$ cat src/rtl/ones_count_pkg.sv
// Shared types and constants for the byte-serial ones counter.
package ones_count_pkg;

    localparam int BYTE_W = 8;

    typedef enum logic [1:0] {
        IDLE,
        RUN,
        DONE
    } state_t;

endpackage

$ cat src/rtl/ones_count_ctrl_serial1s.sv
// Combinational 8-bit population count, time-shared by the controller across bytes.
module serial1s (
    input  logic [7:0] din,
    output logic [3:0] count
);

    always_comb begin
        // NOTE: blocking assignments are required here because each iteration
        // must see the partial sum left by the previous one.
        count = '0;
        for (int i = 0; i < 8; i++) begin
            count = count + {3'b000, din[i]};
        end
    end

endmodule

$ cat src/rtl/ones_count_ctrl.sv
// Byte-serial ones counter with valid/ready handshakes on both sides.
// Optional macro ONES_COUNT_EARLY_EXIT_EN ends RUN as soon as no set bits remain.
module ones_count_ctrl
    import ones_count_pkg::*;
#(
    parameter  int WIDTH = 32,
    localparam int CW    = $clog2(WIDTH + 1)
) (
    input  logic             clk,
    input  logic             reset,
    input  logic             in_valid,
    output logic             in_ready,
    input  logic [WIDTH-1:0] din,
    output logic             out_valid,
    input  logic             out_ready,
    output logic [CW-1:0]    count,
    output logic             busy
);

    localparam int NBYTES = WIDTH / BYTE_W;
    localparam int BCW    = $clog2(NBYTES + 1);
    localparam logic [BCW-1:0] LAST_BYTE = BCW'(NBYTES - 1);

    state_t            state_q;
    state_t            state_d;
    logic [WIDTH-1:0]  sreg;
    logic [WIDTH-1:0]  shifted;
    logic [CW-1:0]     acc;
    logic [BCW-1:0]    bcnt;
    logic [3:0]        byte_ones;
    logic              load;
    logic              run_last;

    serial1s u_serial1s (
        .din   (sreg[BYTE_W-1:0]),
        .count (byte_ones)
    );

    assign shifted = sreg >> BYTE_W;

`ifdef ONES_COUNT_EARLY_EXIT_EN
    assign run_last = (bcnt == LAST_BYTE) || (shifted == '0);
`else
    assign run_last = (bcnt == LAST_BYTE);
`endif

    // NOTE: state registers use non-blocking assignments so every flop
    // samples pre-edge values regardless of block ordering.
    always_ff @(posedge clk) begin
        if (reset) begin
            state_q <= IDLE;
        end else begin
            state_q <= state_d;
        end
    end

    always_ff @(posedge clk) begin
        if (reset) begin
            sreg <= '0;
            acc  <= '0;
            bcnt <= '0;
        end else if (load) begin
            sreg <= din;
            acc  <= '0;
            bcnt <= '0;
        end else if (state_q == RUN) begin
            sreg <= shifted;
            acc  <= acc + CW'(byte_ones);
            bcnt <= bcnt + BCW'(1);
        end
    end

    always_comb begin
        // NOTE: every output gets a default first so no path infers a latch.
        state_d   = state_q;
        in_ready  = 1'b0;
        out_valid = 1'b0;
        load      = 1'b0;
        case (state_q)
            IDLE: begin
                in_ready = 1'b1;
                if (in_valid) begin
                    load    = 1'b1;
                    state_d = RUN;
                end
            end
            RUN: begin
                if (run_last) begin
                    state_d = DONE;
                end
            end
            DONE: begin
                out_valid = 1'b1;
                if (out_ready) begin
                    state_d = IDLE;
                end
            end
            default: state_d = IDLE;
        endcase
    end

    assign busy  = (state_q != IDLE);
    assign count = acc;

endmodule
$ cat config.mk
export PLATFORM = sky130hd
export DESIGN_NAME = ones_count_ctrl
export DESIGN_NICKNAME = d
export VERILOG_FILES = /design/src/rtl/ones_count_pkg.sv /design/src/rtl/ones_count_ctrl_serial1s.sv /design/src/rtl/ones_count_ctrl.sv
export SDC_FILE = /design/constraint.sdc
export NUM_CORES = 1
export LEC_CHECK = 0
export CORE_MARGIN = 2
export CORE_UTILIZATION = 50
export DETAILED_ROUTE_END_ITERATION = 16
export PLACE_DENSITY = 0.8
export SYNTH_ARGS = -nofsm -noshare
export SYNTH_HDL_FRONTEND = slang
export SYNTH_SLANG_ARGS = --single-unit
$ cat constraint.sdc
create_clock -name clk -period 4.08 [get_ports clk]
set_input_delay 1.224 -clock clk [delete_from_list [all_inputs] [get_ports clk]]
set_output_delay 1.224 -clock clk [all_outputs]
set_load 0.01 [all_outputs]
==> results.ini, run 1 <==
[run]
drv_cap = 0

[sta]
tns_ps = 0
timing.slew.headroom = 0.404
layout_setup_ws_ps = 383
tightestPinTransition_ps = 893
period_needed_ps = 3700
fin_worst_skew_ps = 5.09
rsz0062_at_grt = no
fmax_mhz = 270
slew_violations = 0
hold_viol = 0
setup_viol = 0
fin_crit_sh = 0.906
hold_slack_ps = 457

[clock_tree]
cts_buffers = 5
post_cts_buffers = 0
cts_buffer_depth = 2
ctsHoldBuffers = 0
cts_sinks = 43
worst_skew_pair.late_latency_ps = 300
tritoncts = built
htreeDepth = 2
ctsResizeCount = 0
clk_pin_slew_ps = 80
cts-root-buf = clkbuf_8

[yosys]
synth_cell_types = 26
yosysMostFrequentCell = dfxtp_1
synth_common_cells = dfxtp_1 (43), nand2_1 (40), a21oi_1 (37)
synth.cell_area_um2 = 1990
synth_largest_area_cell = dfxtp_1
synth-seq-cells = 43
synth_nets = 282
synth_edf_count = 0
yosysSeqAreaShare = 0.433
ys_warn_count = 0
synth_area_leaders = dfxtp_1 (43%), a22oi_1 (9.4%), a21oi_1 (9.3%)
async_reset_ff_frac = 0
synthCells = 232
synth_top_area_share = 0.433
ys.flop_type = dfxtp_1
syn_avg_cell_area_um2 = 8.58

[final_layout]
fin_nets = 321
fin_area_um2 = 2580
area_delta_synth_final_pct = 29.6
multiInputGateArea_um2 = 1010
diodes = 0
drive_gt1_frac = 0.0478
seq_area_um2 = 861
fill_cells = 333

[global_route]
grt_max_degree = 25
grt_pass1_wl_um = 7420
grt_pass1_vias = 1680
grt_usage = 0.226
gr-total-overflow = 0
antenna_found_initial = 0

[detailed_routing]
drt_wl_total_um = 4540
drc = 0
dr.pass1.iters = 4
vias_per_cell = 5.42
postRouteAntennaNets = 0
drtIter0Drc = 79
vias = 1733
wl_per_cell_um = 14.2

[floorplan]
die-area_um2 = 4500
row_count = 22
start_util = 0.531
core_area_um2 = 3740
fp.dieW_um = 67.1
die_h_um = 67.1
ios = 45

[power]
leakage_nw = 0.991
powerDensity_nw_per_um2 = 403
ir_drop_v = 0.000246
fin_total_pwr_mw = 1.04

[placed_design]
io_buffers = 44
pre_cts_ws_ps = 432
hpwlAfterDp_um = 3180
dpl_cell_area_um2 = 2450
routabilityCongestion = 0.753

[worst_setup_path]
critPathKind = flip-flop to flip-flop
endpoint_kind = flip-flop
arrival_ps = 3930
cp_common_cell = fa_1
cpPeakStageDelay_ps = 490
crit_fanout = 2
startpoint_type = flip-flop
critPathRequiredTime_ps = 4320
critical_path.cell_chain = ha_1 -> inv_1 -> fa_1 -> fa_1 -> fa_1 -> fa_1 -> inv_1 -> ha_1 -> a211oi_1 -> nor2_1 -> o211ai_1 -> mux2i_1
cp_slowest_cell = fa_1

[run_status]
status = finished, final reports clean

[worst_hold_path]
hold_path_class = flip-flop to flip-flop

==> area by class of cell <==
cell class | instances | share of cell area
inverters | 15 | 0.0218
clock inverters | 2 | 0.0233
well taps | 48 | 0.0233
repair buffers | 47 | 0.180
clock buffers | 6 | 0.0281
multi-input cells | 159 | 0.390
flip-flops and latches | 43 | 0.334
==> power by group <==
part,switching (mW),internal [mW]
clock network,0.150,0.245
logic,0.0961,0.0883
registers,0.0154,0.445
total,0.262,0.778
==> per-layer routing <==
metal | wire [um] | up-vias | GRT usage | share of wire
met4 | 61 | 0 | 0.0842 | 0.013
met3 | 198 | 6 | 0.0709 | 0.044
li1 | - | 879 | - | -
met1 | 1910 | 809 | 0.258 | 0.42
met2 | 2370 | 39 | 0.391 | 0.52
met5 | 0 | - | 0 | 0
==> sequential cells by signal, indices dropped and copies added, names as in the netlist <==
register	count
sreg	32
bcnt	3
state_q	2
count	6
==> path summary, 6_finish.rpt <==
| path | from | to | slack, ps | cells past startpoint |
|---|---|---|---|---|
| worst max-delay path | sreg[0]$_SDFFE_PP0P_ | count[5]$_SDFFE_PP0P_ | 380 | 12 |
| worst min-delay path | sreg[6]$_SDFFE_PP0P_ | sreg[6]$_SDFFE_PP0P_ | 460 | 2 |
| worst max register to register | sreg[0]$_SDFFE_PP0P_ | count[5]$_SDFFE_PP0P_ | 380 | 12 |
| worst min register to register | sreg[6]$_SDFFE_PP0P_ | sreg[6]$_SDFFE_PP0P_ | 460 | 2 |
==> through the flow <==
stage	utilization	std cells
floorplan	-	232
global placement	0.653	312
detailed placement	0.653	312
CTS	0.689	320
global route	0.689	320
finish	0.689	320
==> cell usage in the layout, fill, tap and decap left out, types with 3 or more instances in the layout <==
| cell type | count |
|---|---|
| a21oi_1 | 37 |
| xnor2_1 | 3 |
| clkbuf_8 | 5 |
| fa_1 | 5 |
| buf_4 | 3 |
| clkdlybuf4s50_1 | 44 |
| dfxtp_1 | 43 |
| a22oi_1 | 25 |
| nand2_1 | 40 |
| nand3_1 | 8 |
| inv_1 | 15 |
| nor2_1 | 10 |
| ha_1 | 9 |
| a211oi_1 | 4 |
==> cells by family after synthesis <==
family,share of synthesized area
mux,0.00503
flops,0.433
fa+ha+maj,0.107
simple gates,0.152
xor+xnor,0.0132
buf+inv,0.0629
compound gates,0.227
==> worst max-delay path, delay by kind of cell, from the launching register on <==
kind,cells,cell delay [ps]
muxes,1,200
buffers and inverters,2,130
adders and majority gates,6,2430
and+or+nand+nor,1,100
AOI/OAI and AO/OA,2,440
DFF,1,330
(Power assumes the default switching activity.)
==> run 2, diff against run 1 <==
--- a/config.mk
+++ b/config.mk
@@ -5,10 +5,12 @@
 export SDC_FILE = /design/constraint.sdc
 export NUM_CORES = 1
 export LEC_CHECK = 0
+export CELL_PAD_IN_SITES_DETAIL_PLACEMENT = 1
+export CELL_PAD_IN_SITES_GLOBAL_PLACEMENT = 1
 export CORE_MARGIN = 2
-export CORE_UTILIZATION = 50
+export CORE_UTILIZATION = 37
 export DETAILED_ROUTE_END_ITERATION = 16
-export PLACE_DENSITY = 0.8
+export PLACE_DENSITY_LB_ADDON = 0.1
 export SYNTH_ARGS = -nofsm -noshare
 export SYNTH_HDL_FRONTEND = slang
 export SYNTH_SLANG_ARGS = --single-unit
==> results.ini, run 2 (synthesis gave the netlist of run 1 again) <==
[run]
drv_cap = 0  ; unchanged

[final_layout]
top_register = sreg  ; unchanged
multiInputGateArea_um2 = 1010  ; unchanged
seq_area_um2 = 861  ; unchanged
area_delta_synth_final_pct = 29.5  ; was 29.6%
drive_gt1_frac = 0.0549  ; was 0.0478
fin_area_um2 = 2580  ; about the same
diodes = 0  ; unchanged
fill_cells = 637  ; was 333
largest_reg_flops = 32  ; unchanged
fin_util = 0.501  ; was 0.689
final_cell_mix = clkdlybuf4s50_1 (44), dfxtp_1 (43), nand2_1 (40), a21oi_1 (37), a22oi_1 (25)  ; unchanged
final_common_cell = clkdlybuf4s50_1  ; unchanged
fin_nets = 323  ; was 321
final_cell_count_no_fill = 343  ; was 320

[placed_design]
hpwlAfterDp_um = 3510  ; was 3180 um
dp_cells = 336  ; was 312
routabilityCongestion = 0.737  ; was 0.753
io_buffers = 44  ; unchanged
dpl_cell_area_um2 = 2490  ; was 2450 um^2
pre_cts_ws_ps = 435  ; was 432 ps

[worst_setup_path]
critPathRequiredTime_ps = 4310  ; was 4320 ps
reg2reg_from = sreg[0]$_SDFFE_PP0P_  ; unchanged
crit_fanout = 2  ; unchanged
cpPeakStageDelay_ps = 500  ; was 490 ps
arrival_ps = 3870  ; was 3930 ps
crit_buf_inv = 2  ; unchanged
cp_common_cell = fa_1  ; unchanged
critPathKind = flip-flop to flip-flop  ; unchanged
critical_path.cell_chain = ha_1 -> inv_1 -> fa_1 -> fa_1 -> fa_1 -> fa_1 -> inv_1 -> ha_1 -> a211oi_1 -> nor2_1 -> o211ai_1 -> mux2i_1  ; unchanged
r2r-end = count[5]$_SDFFE_PP0P_  ; unchanged
cp_slowest_cell = fa_1  ; unchanged
endpoint_kind = flip-flop  ; unchanged
startpoint_type = flip-flop  ; unchanged
reg2reg_slack_ps = 430  ; was 380 ps
r2r_cells = 12  ; unchanged
crit_family = adder cells  ; unchanged

[clock_tree]
tritoncts = built  ; unchanged
ctsHoldBuffers = 0  ; unchanged
htreeDepth = 2  ; unchanged
cts_sinks = 43  ; unchanged
ctsResizeCount = 0  ; unchanged
cts_buffer_depth = 2  ; unchanged
cts_buffers = 5  ; unchanged
worst_skew_pair.late_latency_ps = 290  ; was 300 ps
post_cts_buffers = 0  ; unchanged
cts-root-buf = clkbuf_8  ; unchanged
clk_pin_slew_ps = 80  ; about the same

[sta]
tightestPinTransition_ps = 620  ; was 893 ps
rsz0062_at_grt = no  ; unchanged
timing.slew.headroom = 0.587  ; was 0.404
fmax_mhz = 274  ; was 270 MHz
layout_setup_ws_ps = 434  ; was 383 ps
fin_crit_sh = 0.894  ; was 0.906
tns_ps = 0  ; unchanged
period_needed_ps = 3650  ; was 3700 ps
hold_viol = 0  ; unchanged
setup_viol = 0  ; unchanged
slew_violations = 0  ; unchanged
fin_worst_skew_ps = 4.15  ; was 5.09 ps

[floorplan]
die-area_um2 = 5980  ; was 4500 um^2
die_h_um = 77.3  ; was 67.1 um
start_util = 0.387  ; was 0.531
row_count = 26  ; was 22
fp.dieW_um = 77.3  ; was 67.1 um
ios = 45  ; unchanged
core_area_um2 = 5140  ; was 3740 um^2

[global_route]
grt_usage = 0.176  ; was 0.226
grt_max_degree = 37  ; was 25
grt_pass1_wl_um = 8350  ; was 7420 um
antenna_found_initial = 0  ; unchanged
gr-total-overflow = 0  ; unchanged
grt_pass1_vias = 1787  ; was 1,680

[run_status]
status = finished, final reports clean  ; unchanged

[detailed_routing]
drtIter0Drc = 71  ; was 79
dr.pass1.iters = 4  ; unchanged
drt_wl_total_um = 4870  ; was 4540 um
drc = 0  ; unchanged
vias = 1729  ; was 1,733
vias_per_cell = 5.04  ; was 5.42
wl_per_cell_um = 14.2  ; about the same
postRouteAntennaNets = 0  ; unchanged

[power]
ir_drop_v = 0.000201  ; was 0.000246 V
leakage_nw = 0.983  ; was 0.991 nW
powerDensity_nw_per_um2 = 357  ; was 403 nW/um^2

[worst_hold_path]
hold_path.startpoint = sreg[22]$_SDFFE_PP0P_  ; was sreg[6]$_SDFFE_PP0P_
hold_path_class = flip-flop to flip-flop  ; unchanged
holdPathEnd = sreg[22]$_SDFFE_PP0P_  ; was sreg[6]$_SDFFE_PP0P_
holdPathStages = 2  ; unchanged

[run 2: cell count changes in the layout (fill, tap and decap cells not counted)]
cell / before / now
buf_4: 3 / 5
bufinv_16: 2 / 0
clkbuf_1: 1 / 0
clkbuf_8: 5 / 6
clkinv_2: 0 / 1
[run 2: stage by stage]
step           power [mW]  hold WS (ps)
4_1_cts             0.934           459
3_3_place_gp        0.651           444
5_1_grt             0.976           481
6_report            0.919           455
3_5_place_dp        0.659           449
2_1_floorplan       0.582           436
[run 2: area by class of cell]
type,instances,area share
Clock inverter,1,0.00194
Inverter,15,0.0219
Sequential cell,43,0.334
Timing Repair Buffer,49,0.186
Clock buffer,6,0.0321
Multi-Input combinational cell,159,0.390
Tap cell,70,0.0340
[run 2: worst max-delay path by stage]
stage	start	endpoint	cells past startpoint
finish	sreg[0]$_SDFFE_PP0P_	count[5]$_SDFFE_PP0P_	12
global placement	sreg[0]$_SDFFE_PP0P_	count[3]$_SDFFE_PP0P_	12
floorplan	sreg[0]$_SDFFE_PP0P_	count[4]$_SDFFE_PP0P_	12
CTS	sreg[0]$_SDFFE_PP0P_	count[5]$_SDFFE_PP0P_	12
global route	sreg[0]$_SDFFE_PP0P_	count[5]$_SDFFE_PP0P_	12
detailed placement	sreg[0]$_SDFFE_PP0P_	count[5]$_SDFFE_PP0P_	12
[run 2: tightest hold or removal path, cell delays in order (launching register included)]
cell and delay [ps]:
dfxtp_1 310, nand2_1 50, a21oi_1 50
[run 2: power by group]
group	internal, mW	switching, mW
clock network	0.133	0.140
logic	0.0896	0.0966
registers	0.445	0.0149
[run 2: metal layers]
metal  wire, um  vias to the layer above  track usage
met2       2410                       33        0.292
met5          0                        -            0
met3        200                        2       0.0471
li1           -                      878            -
met4         34                        0       0.0536
met1       2220                      816        0.222
